[src/rtl/alu_muldiv_if.sv]
// alu_muldiv_if: request/response bundle between the execute stage and the ALU.
// Latency: none, wires only.
// Backpressure: in_ready qualifies in_valid; out_valid is a one-cycle pulse with no ready.
interface alu_muldiv_if #(
    parameter int WIDTH = 32
);
    logic             in_valid;
    logic             in_ready;
    logic [3:0]       op;
    logic [WIDTH-1:0] a;
    logic [WIDTH-1:0] b;
    logic             out_valid;
    logic [WIDTH-1:0] result;
    logic             zero;
    logic [WIDTH-1:0] hi;
    logic [WIDTH-1:0] lo;

    modport master (
        output in_valid, op, a, b,
        input  in_ready, out_valid, result, zero, hi, lo
    );

    modport slave (
        input  in_valid, op, a, b,
        output in_ready, out_valid, result, zero, hi, lo
    );
endinterface

[src/rtl/alu_muldiv.sv]
// alu_muldiv: registered execute-stage ALU; iterative MULTU/DIVU built only with ALU_MULDIV_EN.
// Latency: 1 cycle for single-cycle ops and DIVU by zero; WIDTH+1 cycles for MULTU/DIVU.
// Backpressure: in_ready low while a multiply/divide runs; requests then are ignored, not queued.
module alu_muldiv #(
    parameter int WIDTH = 32
) (
    input  logic        clk,
    input  logic        reset,
    alu_muldiv_if.slave bus
);
    localparam int CNT_W = $clog2(WIDTH) + 1;

    localparam logic [3:0] OP_AND   = 4'b0000;
    localparam logic [3:0] OP_OR    = 4'b0001;
    localparam logic [3:0] OP_ADD   = 4'b0010;
    localparam logic [3:0] OP_XOR   = 4'b0011;
    localparam logic [3:0] OP_SUB   = 4'b0110;
    localparam logic [3:0] OP_SLT   = 4'b0111;
    localparam logic [3:0] OP_SLTU  = 4'b1000;
    localparam logic [3:0] OP_NOR   = 4'b1100;
`ifdef ALU_MULDIV_EN
    localparam logic [3:0] OP_MULTU = 4'b1001;
    localparam logic [3:0] OP_DIVU  = 4'b1010;
`endif

    typedef enum logic [1:0] {IDLE, MUL, DIV} state_t;

    state_t           state_q, state_d;
    logic             accept;
    logic [WIDTH-1:0] alu_res;
    logic [WIDTH-1:0] result_q;
    logic             zero_q;
    logic             out_valid_q;

    assign accept        = bus.in_valid && (state_q == IDLE);
    assign bus.in_ready  = (state_q == IDLE);
    assign bus.out_valid = out_valid_q;
    assign bus.result    = result_q;
    assign bus.zero      = zero_q;

`ifdef ALU_MULDIV_EN
    // work_hi: accumulator / partial remainder; work_lo: multiplier / dividend-quotient
    logic [CNT_W-1:0] cnt;
    logic [WIDTH-1:0] work_hi, work_lo, work_b;
    logic [WIDTH-1:0] hi_q, lo_q;
    logic [WIDTH-1:0] step_hi, step_lo;
    logic [WIDTH:0]   mul_sum, div_sh, div_diff;
    logic             last_step;

    assign last_step = (cnt == CNT_W'(WIDTH - 1));
    assign bus.hi    = hi_q;
    assign bus.lo    = lo_q;

    // One iteration: shift-add multiply (LSB first) or restoring divide (MSB first)
    always_comb begin
        mul_sum  = {1'b0, work_hi} + (work_lo[0] ? {1'b0, work_b} : '0);
        div_sh   = {work_hi, work_lo[WIDTH-1]};
        div_diff = div_sh - {1'b0, work_b};
        if (state_q == MUL) begin
            step_hi = mul_sum[WIDTH:1];
            step_lo = {mul_sum[0], work_lo[WIDTH-1:1]};
        end else if (!div_diff[WIDTH]) begin
            step_hi = div_diff[WIDTH-1:0];
            step_lo = {work_lo[WIDTH-2:0], 1'b1};
        end else begin
            step_hi = div_sh[WIDTH-1:0];
            step_lo = {work_lo[WIDTH-2:0], 1'b0};
        end
    end
`else
    assign bus.hi = '0;
    assign bus.lo = '0;
`endif

    // Single-cycle ALU result for the presented opcode
    always_comb begin
        alu_res = '0;
        case (bus.op)
            OP_AND:  alu_res = bus.a & bus.b;
            OP_OR:   alu_res = bus.a | bus.b;
            OP_ADD:  alu_res = bus.a + bus.b;
            OP_XOR:  alu_res = bus.a ^ bus.b;
            OP_SUB:  alu_res = bus.a - bus.b;
            OP_NOR:  alu_res = ~(bus.a | bus.b);
            OP_SLT:  alu_res = {{(WIDTH-1){1'b0}}, $signed(bus.a) < $signed(bus.b)};
            OP_SLTU: alu_res = {{(WIDTH-1){1'b0}}, bus.a < bus.b};
            default: alu_res = '0;
        endcase
    end

    // State register
    always_ff @(posedge clk) begin
        if (reset) state_q <= IDLE;
        else       state_q <= state_d;
    end

    // Next-state: leave IDLE only for MULTU or DIVU with a nonzero divisor
    always_comb begin
        state_d = state_q;
        case (state_q)
            IDLE: begin
`ifdef ALU_MULDIV_EN
                if (accept && bus.op == OP_MULTU)
                    state_d = MUL;
                else if (accept && bus.op == OP_DIVU && bus.b != '0)
                    state_d = DIV;
`endif
            end
`ifdef ALU_MULDIV_EN
            MUL, DIV: if (last_step) state_d = IDLE;
`endif
            default: state_d = IDLE;
        endcase
    end

    // Datapath: capture operands on accept, iterate while busy, publish on completion
    always_ff @(posedge clk) begin
        if (reset) begin
            result_q    <= '0;
            zero_q      <= 1'b1;
            out_valid_q <= 1'b0;
`ifdef ALU_MULDIV_EN
            hi_q    <= '0;
            lo_q    <= '0;
            cnt     <= '0;
            work_hi <= '0;
            work_lo <= '0;
            work_b  <= '0;
`endif
        end else begin
            out_valid_q <= 1'b0;
            if (accept) begin
`ifdef ALU_MULDIV_EN
                if (bus.op == OP_MULTU || (bus.op == OP_DIVU && bus.b != '0)) begin
                    work_hi <= '0;
                    work_lo <= bus.a;
                    work_b  <= bus.b;
                    cnt     <= '0;
                end else if (bus.op == OP_DIVU) begin
                    hi_q        <= bus.a;
                    lo_q        <= '1;
                    result_q    <= '1;
                    zero_q      <= 1'b0;
                    out_valid_q <= 1'b1;
                end else
`endif
                begin
                    result_q    <= alu_res;
                    zero_q      <= (alu_res == '0);
                    out_valid_q <= 1'b1;
                end
            end
`ifdef ALU_MULDIV_EN
            else if (state_q != IDLE) begin
                work_hi <= step_hi;
                work_lo <= step_lo;
                cnt     <= cnt + CNT_W'(1);
                if (last_step) begin
                    hi_q        <= step_hi;
                    lo_q        <= step_lo;
                    result_q    <= step_lo;
                    zero_q      <= (step_lo == '0);
                    out_valid_q <= 1'b1;
                    cnt         <= '0;
                end
            end
`endif
        end
    end
endmodule

[src/flat_wrapper.sv]
// flat-port wrapper written by rule: the top's interface ports become plain ports
module alu_muldiv_flat 
#(
    parameter int WIDTH = 32
)
  (clk, reset, bus_in_valid, bus_op, bus_a, bus_b, bus_in_ready, bus_out_valid, bus_result, bus_zero, bus_hi, bus_lo);
  alu_muldiv_if #(.WIDTH(WIDTH)) bus_i ();
  input  logic clk;
  input  logic reset;
  input wire logic [$bits(bus_i.in_valid)-1:0] bus_in_valid;
  input wire logic [$bits(bus_i.op)-1:0] bus_op;
  input wire logic [$bits(bus_i.a)-1:0] bus_a;
  input wire logic [$bits(bus_i.b)-1:0] bus_b;
  output wire logic [$bits(bus_i.in_ready)-1:0] bus_in_ready;
  output wire logic [$bits(bus_i.out_valid)-1:0] bus_out_valid;
  output wire logic [$bits(bus_i.result)-1:0] bus_result;
  output wire logic [$bits(bus_i.zero)-1:0] bus_zero;
  output wire logic [$bits(bus_i.hi)-1:0] bus_hi;
  output wire logic [$bits(bus_i.lo)-1:0] bus_lo;
  assign bus_i.in_valid = bus_in_valid;
  assign bus_i.op = bus_op;
  assign bus_i.a = bus_a;
  assign bus_i.b = bus_b;
  assign bus_in_ready = bus_i.in_ready;
  assign bus_out_valid = bus_i.out_valid;
  assign bus_result = bus_i.result;
  assign bus_zero = bus_i.zero;
  assign bus_hi = bus_i.hi;
  assign bus_lo = bus_i.lo;
  alu_muldiv #(.WIDTH(WIDTH)) u_core (.clk(clk), .reset(reset), .bus(bus_i));
endmodule
[config.mk]
export PLATFORM = sky130hd
export DESIGN_NAME = alu_muldiv_flat
export DESIGN_NICKNAME = d
export VERILOG_FILES = /design/src/rtl/alu_muldiv_if.sv /design/src/rtl/alu_muldiv.sv /design/src/flat_wrapper.sv
export SDC_FILE = /design/constraint.sdc
export NUM_CORES = 1
export LEC_CHECK = 0
export CAP_MARGIN = 20
export CORE_UTILIZATION = 40
export CTS_CLUSTER_SIZE = 16
export DETAILED_ROUTE_END_ITERATION = 6
export GPL_TIMING_DRIVEN = 0
export MAX_ROUTING_LAYER = met4
export PLACE_DENSITY = 0.64
export SLEW_MARGIN = 10
export SYNTH_ARGS = -nofsm -noshare
export SYNTH_HDL_FRONTEND = slang
export SYNTH_SLANG_ARGS = --single-unit
[constraint.sdc]
create_clock -name clk -period 4.65 [get_ports clk]
set_clock_uncertainty 0.1 [all_clocks]
set_input_delay 0.465 -clock clk [delete_from_list [all_inputs] [get_ports clk]]
set_output_delay 0.465 -clock clk [all_outputs]
set_load 0.01 [all_outputs]
# Word level (Yosys, flattened, before mapping)
# Cells that the tools add are included.
[op_classes]
bitwise = 4
reduce_logical = 2
addsub = 2
n_mux = 2
eq_ne = 7
order_cmp = 2
[ops]
columns = ["operator", "count"]
rows = [
  ["$pmux 32 s8", 1],
  ["$lt 32x32->1", 2],
  ["$add 32x32->32", 1],
  ["$and 32x32->32", 1],
  ["$logic_not 32->1", 1],
  ["$not 32->32", 1],
  ["$or 32x32->32", 1],
  ["$sub 32x32->32", 1],
  ["$xor 32x32->32", 1],
  ["$eq 4x2->1 const B", 2],
  ["$eq 4x3->1 const B", 2],
  ["$eq 4x4->1 const B", 2],
  ["$eq 4x1->1 const B", 1],
  ["$logic_not 4->1", 1],
  ["$mux 1", 1],
]
[word_totals]
out_inout_bits = 99
register_bits = 34
in_bits = 71
wordCells = 22

# Depth between registers and ports, before layout
[logic_depth]
ltp_word = 4
ltp_mapped = 15

# Worst setup path before layout
# Ideal clock, no wire load.
[synth_path]
path_type = "input to register"
start = "input port bus_a[0]"
end = "register u_core.zero_q (netlist: u_core.bus.zero)"
slack_ns = 1.167
stages = 14
required_ns = 4.466
arrival_ns = 3.298
cell_sequence = "inv_1 > ha_1 > fa_1 > nor2_2 > o311a_1 > nor3_1 > a2111oi_2 > o32ai_1 > or3_1 > nor4b_2 > and4b_1 > and4_1 > nand4_1 > o31ai_2"
[synth_between]
elab_chain_len = 4
word_cells_on_any_way = 10
cone_classes = "add/sub: 2; order compare: 2; mux: 1; bitwise: 4; reduce/logical: 1"
[synth_lines]
columns = ["item", "line", "text"]
rows = [
  ["start, declared", "flat_wrapper.sv:12", "input wire logic [$bits(bus_i.a)-1:0] bus_a;"],
  ["branches (longest 2 deep; another with $sub 32x32->32)", "-", ""],
  ["$pmux 32 s8 (*)", "alu_muldiv.sv:78", "case (bus.op)"],
  ["$logic_not 32->1 (*)", "alu_muldiv.sv:149", "zero_q <= (alu_res == '0);"],
  ["end signal, assigned", "alu_muldiv.sv:149", ""],
  ["end, declared", "alu_muldiv.sv:32", "logic zero_q;"],
]
# Mark *: on every way between the ends.
# A chain may end at the register's enable or synchronous reset.

# Final worst setup path
[layout_path]
start = "input port bus_b[0]"
end = "register u_core.zero_q (netlist: u_core.bus.zero)"
[layout_between]
elab_chain_len = 4
word_cells_on_any_way = 10
cone_classes = "add/sub: 2; order compare: 2; mux: 1; bitwise: 4; reduce/logical: 1"
[layout_lines]
columns = ["item", "line", "text"]
rows = [
  ["start, declared", "flat_wrapper.sv:13", "input wire logic [$bits(bus_i.b)-1:0] bus_b;"],
  ["branches (longest 2 deep; another with $sub 32x32->32)", "-", ""],
  ["$pmux 32 s8 (*)", "alu_muldiv.sv:78", ""],
  ["$logic_not 32->1 (*)", "alu_muldiv.sv:149", ""],
]
# Marks and branches as above.

==> impl_metrics.toml <==
[global_routing]
met1_usage = 0.429
largest_net_degree_at_the_start_of_global_routing = 11
total_overflow_reported_by_the_global_router = 0
gr-max-usage-layer = "met2"
first_global_vias = 8000
gr-usage-met3 = 0.0547
grt_pass1_wl_mm = 46.2
grt_antenna_before_repair = 0
grt_util_all_layers = 0.308
grt_use_met2 = 0.456

[worst_hold_path]
min-delay-start = "u_core.bus.result[9]"
hold_path_end = "u_core.bus.result[9]"
hp-class = "flop to flop"
worst_hold_path.num_cells = 2

[timing]
maxClockFrequency_mhz = 221
post-route-period-util = 0.971
hold_slack_ns = 0.366
setup_viol_count_final = 0
slew_worst_pin_ns = 1.14
finalCriticalPeriod_ns = 4.52
relSlewSlack = 0.228
rsz0062_at_grt = "false"
hold_violations = 0
slew_viol_final = 0
post-route-worst-setup-slack_ns = 0.134

[yosys]
largest_family_of_logic_cells_by_synthesized_area = "compound AO/OA/AOI/OAI gates"
compound_gate_fraction_of_synth_area = 0.358
synth-seq-area-share = 0.0882
synth_xor_xnor_area_share = 0.0102
ys_async_sr_fraction = 0
yosys_most_used_dff = "dfxtp_1"
fraction_of_the_mapped_netlist_area_in_simple_logic_gates = 0.220
fraction_of_the_mapped_netlist_area_in_adder_cells = 0.161
synth.lib_cells_used.distinct = 92
number_of_synthesis_warnings = 0
syn_avg_cell_area_sq_um = 6.92
synth_edf_count = 0
postSynthRegisterBits = 34
post_synth_inst_count = 1116
syn-cell-area_sq_um = 7720
synth_mux_area_frac = 0.0135

[clock_tree]
tritoncts = "yes"
clk_transition_reported_paths_ns = 0.05
total_clock_buffers_created_by_cts = 5
insertion_delay_ns = 0.27
htree_num_levels = 2
clock-root-buffer = "clkbuf_16"
cts.repair_timing.setup_buffer_count = 0
cts-hold-fix-buffers = 0
post_cts_resize_count = 3
clock_path_buffers = 2
tritoncts_num_sinks = 34

[setup_path]
worstPathArrival_ns = 4.61
critical_path.endpoint_type = "flop"
timing.rr.end = "u_core.bus.result[8]"
timing.reg2reg.setup_slack_ns = 3.76
worst_ep_required_time_ns = 4.75
critical_path.reg2reg.startpoint = "u_core.bus.result[8]"
timing.critical_path.from_type = "primary input"
timing.reg2reg.worst_path_depth = 2
criticalPathCategory = "primary input to flop"
cp_max_fo = 4

[place]
gp_congestion = 0.986
dpl_worst_slack_ns = -0.362
dp_hpwl_mm = 24.7
post-place-cells = 1540
io_buffer_count = 101

[die]
dieHeight_microns = 141
initial_utilization = 0.410
boundaryPins = 170
rows = 50
floorplan.die_area_sq_um = 19900
die_width_microns = 141
core-area_sq_um = 18800

[final_layout]
n_antenna_cell = 0
fin_nets = 1456
area_growth_pct = 22.7
drive_above_1_share = 0.101
count_of_filler_cells_inserted_in_the_layout = 1966
final-instance-count-excl-fill = 1548
fin_util = 0.503

[drt]
wl_per_cell_microns = 19.7
viasPerCell = 5.82
postRouteAntennaNets = 0
vias = 9008
drt_iter0_markers = 900
post-route-drc-count = 0
detailed_routing_iteration_count_for_the_pre_antenna_repair_pass = 5
drt-total-wl_mm = 30.4

[job]
cap_viol_max_count = 0

[status]
outcome = "complete, no violations"

[pwr]
ir_drop_uv = 119
power_per_cell_area_nw_per_um2 = 178
leakage_nw = 4.15
total_power_w = 0.00168
-- layout by cell type (no fill, tap or decap), types with 9 or more instances in the layout --
master / n
a21oi_1: 92
buf_4: 68
dfxtp_1: 34
ha_1: 96
o211ai_1: 22
conb_1: 65
nand3_1: 17
clkbuf_1: 49
a31oi_1: 18
clkdlybuf4s50_1: 101
a211oi_1: 29
nor4_1: 17
nand2_1: 65
o31ai_1: 14
nor3_1: 37
or3_1: 10
inv_1: 92
o221ai_1: 9
a22oi_1: 16
buf_2: 13
nor2b_1: 12
o21bai_1: 9
a221oi_1: 9
o21a_1: 12
nor2_1: 123
o21ai_0: 43
a21o_1: 18
nand4_1: 12
-- flip-flops by register name, indices dropped and copies added (netlist names) --
| signal | flops |
|---|---|
| u_core.bus.zero | 1 |
| u_core.bus.result | 32 |
| u_core.bus.out_valid | 1 |
-- power breakdown --
group	total (W)	internal, W	switching [W]
clock	0.000324	0.000212	0.000112
sequential	0.000325	0.000314	0.0000108
combinational	0.00103	0.000400	0.000632
-- cells by family (layout without fill, tap and decap cells) --
logic type,Yosys count,count (layout)
compound gates,389,389
simple gates,342,342
buf+inv,232,341
fa+ha+maj,98,98
flops,34,34
mux,10,10
xor+xnor,9,9
other cells,2,65
-- metrics by stage --
stage / TNS (ns) / instance area (sq um)
6_report: 0 / 9470
5_1_grt: 0 / 9470
4_1_cts: 0 / 9450
3_5_place_dp: -0.362 / 9290
3_3_place_gp: -0.387 / 9290
2_1_floorplan: 0 / 7950
-- layout make-up --
cell class / count / area, sq um / share of cell area
Multi-Input combinational cell: 913 / 6160 / 0.651
Tap cell: 260 / 325 / 0.0344
Inverter: 95 / 357 / 0.0377
Sequential cell: 34 / 681 / 0.0719
Clock inverter: 1 / 5.00 / 0.000529
Buffer: 137 / 787 / 0.0831
Clock buffer: 7 / 143 / 0.0151
Timing Repair Buffer: 101 / 1010 / 0.107
-- Yosys cell counts (all sizes together), types with 7 or more instances --
cell	instances	area (sq um)
a21o	18	135
nor4	18	128
o311ai	8	95.1
or3	11	73.8
mux2i	7	70.1
o21bai	9	67.6
o22ai	7	43.8
a221o	7	70.1
inv	93	349
xnor2	7	61.3
buf	88	602
o221ai	9	78.8
a221oi	10	87.6
nor3	37	185
a21oi	93	465
o31ai	16	130
dfxtp	34	681
nand2	65	244
nand4	12	75.1
a31oi	18	113
a211oi	33	263
o21ai	45	225
ha	96	1200
or2	8	50.1
o21a	12	90.1
nor2	125	474
clkbuf	49	184
o211ai	22	165
nand3	17	85.1
nor2b	12	75.1
a22oi	16	120
-- worst max-delay path by stage --
stage / end / cells after the start / from
after floorplan: u_core.bus.zero / 14 / bus_a[0]
after global placement: u_core.bus.zero / 15 / bus_b[0]
after detailed placement: u_core.bus.zero / 15 / bus_b[0]
after CTS: u_core.bus.zero / 15 / bus_b[0]
after global routing: u_core.bus.zero / 15 / bus_b[0]
final: u_core.bus.zero / 15 / bus_b[0]
-- layer usage --
layer	routed length, microns	vias to the layer above	share of wire
met3	3200	53	0.11
li1	-	4311	-
met4	614	0	0.020
met5	0	-	0
met2	12700	492	0.42
met1	13900	4152	0.46
-- worst max-delay path, stage by stage --
cell and delay, ns:
clkdlybuf4s50_1 0.55, ha_1 0.25, inv_1 0.07, fa_1 0.39, nand2b_1 0.18, a211o_1 0.36, a21oi_2 0.32, a21oi_1 0.15
a2111o_1 0.46, a311oi_1 0.36, nor4b_2 0.30, and4b_1 0.22, and4_1 0.23, nand4_1 0.10, o31ai_2 0.21
Note: power is estimated with default switching activity, not from simulation.
==> RTL change 1: new RTL, config.mk and constraints unchanged <==
`WIDTH` is set to 32 in 3 places; all go to 16.
--- a/src/rtl/alu_muldiv_if.sv
+++ b/src/rtl/alu_muldiv_if.sv
@@ -4,3 +4,3 @@
 interface alu_muldiv_if #(
-    parameter int WIDTH = 32
+    parameter int WIDTH = 16
 );
--- a/src/rtl/alu_muldiv.sv
+++ b/src/rtl/alu_muldiv.sv
@@ -4,3 +4,3 @@
 module alu_muldiv #(
-    parameter int WIDTH = 32
+    parameter int WIDTH = 16
 ) (
--- a/src/flat_wrapper.sv
+++ b/src/flat_wrapper.sv
@@ -3,3 +3,3 @@
 #(
-    parameter int WIDTH = 32
+    parameter int WIDTH = 16
 )
Ports: changed (5 resized); port bits go from 170 to 90. The function was not compared with the original's and may differ.
==> RTL change 1 against the unedited design <==
The flow now finishes with violations (design-rule violations). Synthesized cell count fell by 53%. Design area fell by 52%. Die area fell by 51%. Setup slack improved by 0.67 ns. Power fell by 56%. Critical path type unchanged. Non-clock buffer count fell by 122. Routed wire length fell by 60%. Synthesized area fell by 52%. Sequential cell count fell by 16. Hold slack improved by 0.013 ns. Clock power fell by 67%. Global-route usage fell by 5.3 points. Cell count fell by 54%.
==> RTL change 1: results (changes against the unedited design) <==
Status -> complete, but fails checks (was completed)
Failing checks -> design-rule violations
Final net count -> 701 (was 1,456)
Peak supply drop -> 0.0000827 V (was 0.000119 V)
Cts bufs inserted -> 3 (was 5)
Diode count -> 0 (unchanged)
Worst slack, placed -> 0.590 ns (was -0.362 ns)
Share of cells above drive strength 1 -> 0.118 (was 0.101)
Final WL -> 12,000 um (was 30,400 um)
Vias per inst -> 5.69 (was 5.82)
Compound-gate portion of the synthesized area -> 0.317 (was 0.358)
Slowest CP cell -> a211oi_1 (was clkdlybuf4s50_1)
Logic pwr share -> 0.622 (was 0.614)
Synth Area in XOR/XNOR -> 0.00472 (was 0.0102)
Root buf cell -> clkbuf_8 (was clkbuf_16)
Distinct cell type count after synthesis -> 78 (was 92)
Seq/Total Area, Yosys -> 0.0970 (was 0.0882)
Post-synthesis mux area share -> 0.0108 (was 0.0135)
Non-filler cells, final -> 717 (was 1,548)
Placed cells -> 714 (was 1,540)
CP arrival -> 3.91 ns (was 4.61 ns)
Met3 Resource Use GR -> 0.0301 (was 0.0547)
Critical Path Max Stage Delay -> 0.55 ns (about the same)
Leak Pwr -> 2.04 nW (was 4.15 nW)
Clock-pin slew on the worst setup and hold paths -> 0.06 ns
Number of global-route vias before repair -> 3,857 (was 8,000)
Starting DRT DRC Count -> 362 (was 900)
Met2 Routed Length -> 5630 um (was 12,700 um)
Max reg flops -> 16 (was 32)
Met3 routed WL -> 835 um (was 3200 um)
Post-CTS sizing -> 0 (was 3)
Number of remaining DRC errors -> 3 (was 0)
Port bufs -> 53 (was 101)
List of most frequent post-synthesis cells -> 59 x nor2_1, 50 x inv_1, 49 x ha_1, 36 x buf_4, 35 x a21oi_1 (was 123 x nor2_1, 96 x ha_1, 93 x a21oi_1, 92 x inv_1, 68 x buf_4)
Grt met2 use -> 0.420 (was 0.456)
Seq group -> 172 uW (was 325 uW)
Final HPWL DP -> 9540 um (was 24,700 um)
Adder-Cell Fraction of Synth Area -> 0.176 (was 0.161)
Flop pwr share -> 0.233 (was 0.193)
Met1 usage -> 0.326 (was 0.429)
Total track usage -> 0.255 (was 0.308)
Register area -> 360 sq um (was 681 sq um)
Sw power -> 316 uW (was 755 uW)
WL met1 -> 5320 um (was 13,900 um)
Placed Area -> 4500 sq um (was 9290 sq um)
Post-Syn Instances -> 521 (was 1,116)
GP Congestion -> 0.928 (was 0.986)
Clock latency on the worst-skew pair -> 0.25 ns (was 0.27 ns)
H-tree depth -> 1 (was 2)
Fill count -> 909 (was 1,966)
Crit Path Max Fanout -> 4 (unchanged)
First-pass DRT Iterations -> 7 (was 5)
Post-CTS Setup Bufs -> 0 (unchanged)
First-pass GRT wire length -> 19,100 um (was 46,200 um)
Worst Tran Pin Value -> 0.956 ns (was 1.14 ns)
Top post-synthesis cells by area -> ha_1 17%, dfxtp_1 9.7%, buf_4 7.3% (was ha_1 16%, dfxtp_1 8.8%, buf_4 6.6%)
## RTL change 1: cell types whose count changed after synthesis, sizes merged, moves of 18 or more
cell    change
clkbuf     -36
o21ai      -29
o211ai     -18
a21oi      -57
buf        -39
nor2       -65
nor3       -22
nand2      -34
ha         -47
inv        -43
## RTL change 1: worst paths after layout
check                        startpoint                    end  slack [ns]  cells past startpoint
setup / recovery               bus_b[0]        u_core.bus.zero        0.80                     13
hold / removal    u_core.bus.result[13]  u_core.bus.result[13]        0.38                      2
setup reg to reg        u_core.bus.zero        u_core.bus.zero        3.84                      2
hold reg to reg   u_core.bus.result[13]  u_core.bus.result[13]        0.38                      2
## RTL change 1: layout make-up
type / count / area share
multi-input cells: 422 / 0.637
repair buffers: 54 / 0.118
plain buffers: 62 / 0.0851
flip-flops and latches: 18 / 0.0793
inverters: 50 / 0.0413
well taps: 108 / 0.0298
clock buffers: 3 / 0.00909
==> RTL change 2: new RTL, same flow settings <==
Made on the original files. Make the reset (`reset`) asynchronous in 2 clocked blocks.
--- a/src/rtl/alu_muldiv.sv
+++ b/src/rtl/alu_muldiv.sv
@@ -91,3 +91,3 @@
     // State register
-    always_ff @(posedge clk) begin
+    always_ff @(posedge clk or posedge reset) begin
         if (reset) state_q <= IDLE;
@@ -116,3 +116,3 @@
     // Datapath: capture operands on accept, iterate while busy, publish on completion
-    always_ff @(posedge clk) begin
+    always_ff @(posedge clk or posedge reset) begin
         if (reset) begin
Function: differs if reset is asserted again (counterexample within 4 cycles, from zero or initial values and one cycle with reset high); with reset held inactive, the same outputs for 10 cycles.
==> RTL change 2 against the unedited design <==
Design area decreased by 0.94%. First-iteration DRC count decreased by 5.0%. Synthesized area down 2.6%. Sequential cell count did not move. Sequential share of layout area rose by 1.9 points. Routed wire length down 5.8%. Clock power rose by 15%. Largest cell class unchanged. Critical path depth fell by 1. Power up 4.6%. Setup slack worse by 0.069 ns. Via count down 5.0%. The run now ends with design-rule violations left. Critical endpoint is now u_core.bus.zero.
==> RTL change 2: results (changes against the unedited design) <==
Avg WL per Cell -> 19.6 um (was 19.7 um)
CP top delay family -> buffers and inverters (was compound AO/OA/AOI/OAI gates)
Crit path launch -> bus_op[2] (was bus_b[0])
Final net count -> 1,401 (was 1,456)
Avg Inst Size Synth -> 7.11 sq um (was 6.92 sq um)
Placed Area -> 9100 sq um (was 9290 sq um)
Slew Limit Headroom -> 0.294 (was 0.228)
Fill count -> 1,864 (was 1,966)
R2R Path Start -> u_core.bus.result[6] (was u_core.bus.result[8])
Adder-Cell Fraction of Synth Area -> 0.165 (was 0.161)
Setup crit end -> u_core.bus.zero (unchanged)
FF-to-FF End -> u_core.bus.result[6] (was u_core.bus.result[8])
First-pass DRT Iterations -> 7 (was 5)
Post-synth top flop -> dfrtp_1 (was dfxtp_1)
Seq/Total Area, Yosys -> 0.113 (was 0.0882)
Top post-synthesis cells by area -> ha_1 16%, dfrtp_1 11%, buf_4 6.5% (was ha_1 16%, dfxtp_1 8.8%, buf_4 6.6%)
Status -> complete, but fails checks (was completed)
CP arrival -> 4.67 ns (was 4.61 ns)
Sw power -> 751 uW (was 755 uW)
First-pass GRT wire length -> 44,800 um (was 46,200 um)
Failing checks -> design-rule violations
Largest net degree at the start of global routing -> 35 (was 11)
Synth Area in XOR/XNOR -> 0.00699 (was 0.0102)
Worst R2R Setup Slack -> 3.68 ns (was 3.76 ns)
Post-CTS sizing -> 7 (was 3)
Starting DRT DRC Count -> 855 (was 900)
Number of remaining DRC errors -> 12 (was 0)
Vias per inst -> 5.86 (was 5.82)
Crit Path Max Fanout -> 10 (was 4)
Distinct cell type count after synthesis -> 90 (was 92)
Number of global-route vias before repair -> 8,094 (was 8,000)
Peak supply drop -> 0.000181 V (was 0.000119 V)
[RTL change 2: layer usage]
| layer | routed length [um] | GRT usage | share of wire | up-vias |
|---|---|---|---|---|
| met2 | 12700 | 0.474 | 0.44 | 428 |
| met3 | 2070 | 0.0401 | 0.072 | 94 |
| met4 | 1640 | 0.155 | 0.057 | 0 |
| met1 | 12200 | 0.381 | 0.43 | 3945 |
| met5 | 0 | - | 0 | - |
| li1 | - | - | - | 4095 |
[RTL change 2: worst min-delay path by stage]
stage,startpoint,end,slack [ns],depth (start not counted)
2_1_floorplan,u_core.bus.zero,u_core.bus.zero,0.38,2
3_3_place_gp,u_core.bus.zero,u_core.bus.zero,0.38,2
3_5_place_dp,u_core.bus.zero,u_core.bus.zero,0.38,2
4_1_cts,u_core.bus.zero,u_core.bus.zero,0.39,2
5_1_grt,u_core.bus.zero,u_core.bus.zero,0.40,2
6_report,u_core.bus.zero,u_core.bus.zero,0.39,2
[RTL change 2: final cells by class]
type,instances,area share
Buffer,124,0.0774
Tap cell,229,0.0305
Inverter,109,0.0436
Clock inverter,3,0.00427
Sequential cell,34,0.0908
Multi-Input combinational cell,853,0.628
Clock buffer,5,0.0133
Timing Repair Buffer,105,0.112
[RTL change 2: per-stage QoR]
stage	setup slack (ns)	utilization
2_1_floorplan	0.871	-
3_3_place_gp	-0.550	0.499
3_5_place_dp	-0.528	0.500
4_1_cts	0.0387	0.510
5_1_grt	0.00724	0.515
6_report	0.0650	0.515
[RTL change 2: power by group through the flow]
stage / logic [mW] / clock network (mW) / registers [mW]
2_1_floorplan: 0.601 / 0 / 0.383
3_3_place_gp: 0.981 / 0 / 0.364
3_5_place_dp: 0.985 / 0 / 0.365
4_1_cts: 0.993 / 0.380 / 0.361
5_1_grt: 1.11 / 0.395 / 0.366
6_report: 1.03 / 0.373 / 0.360
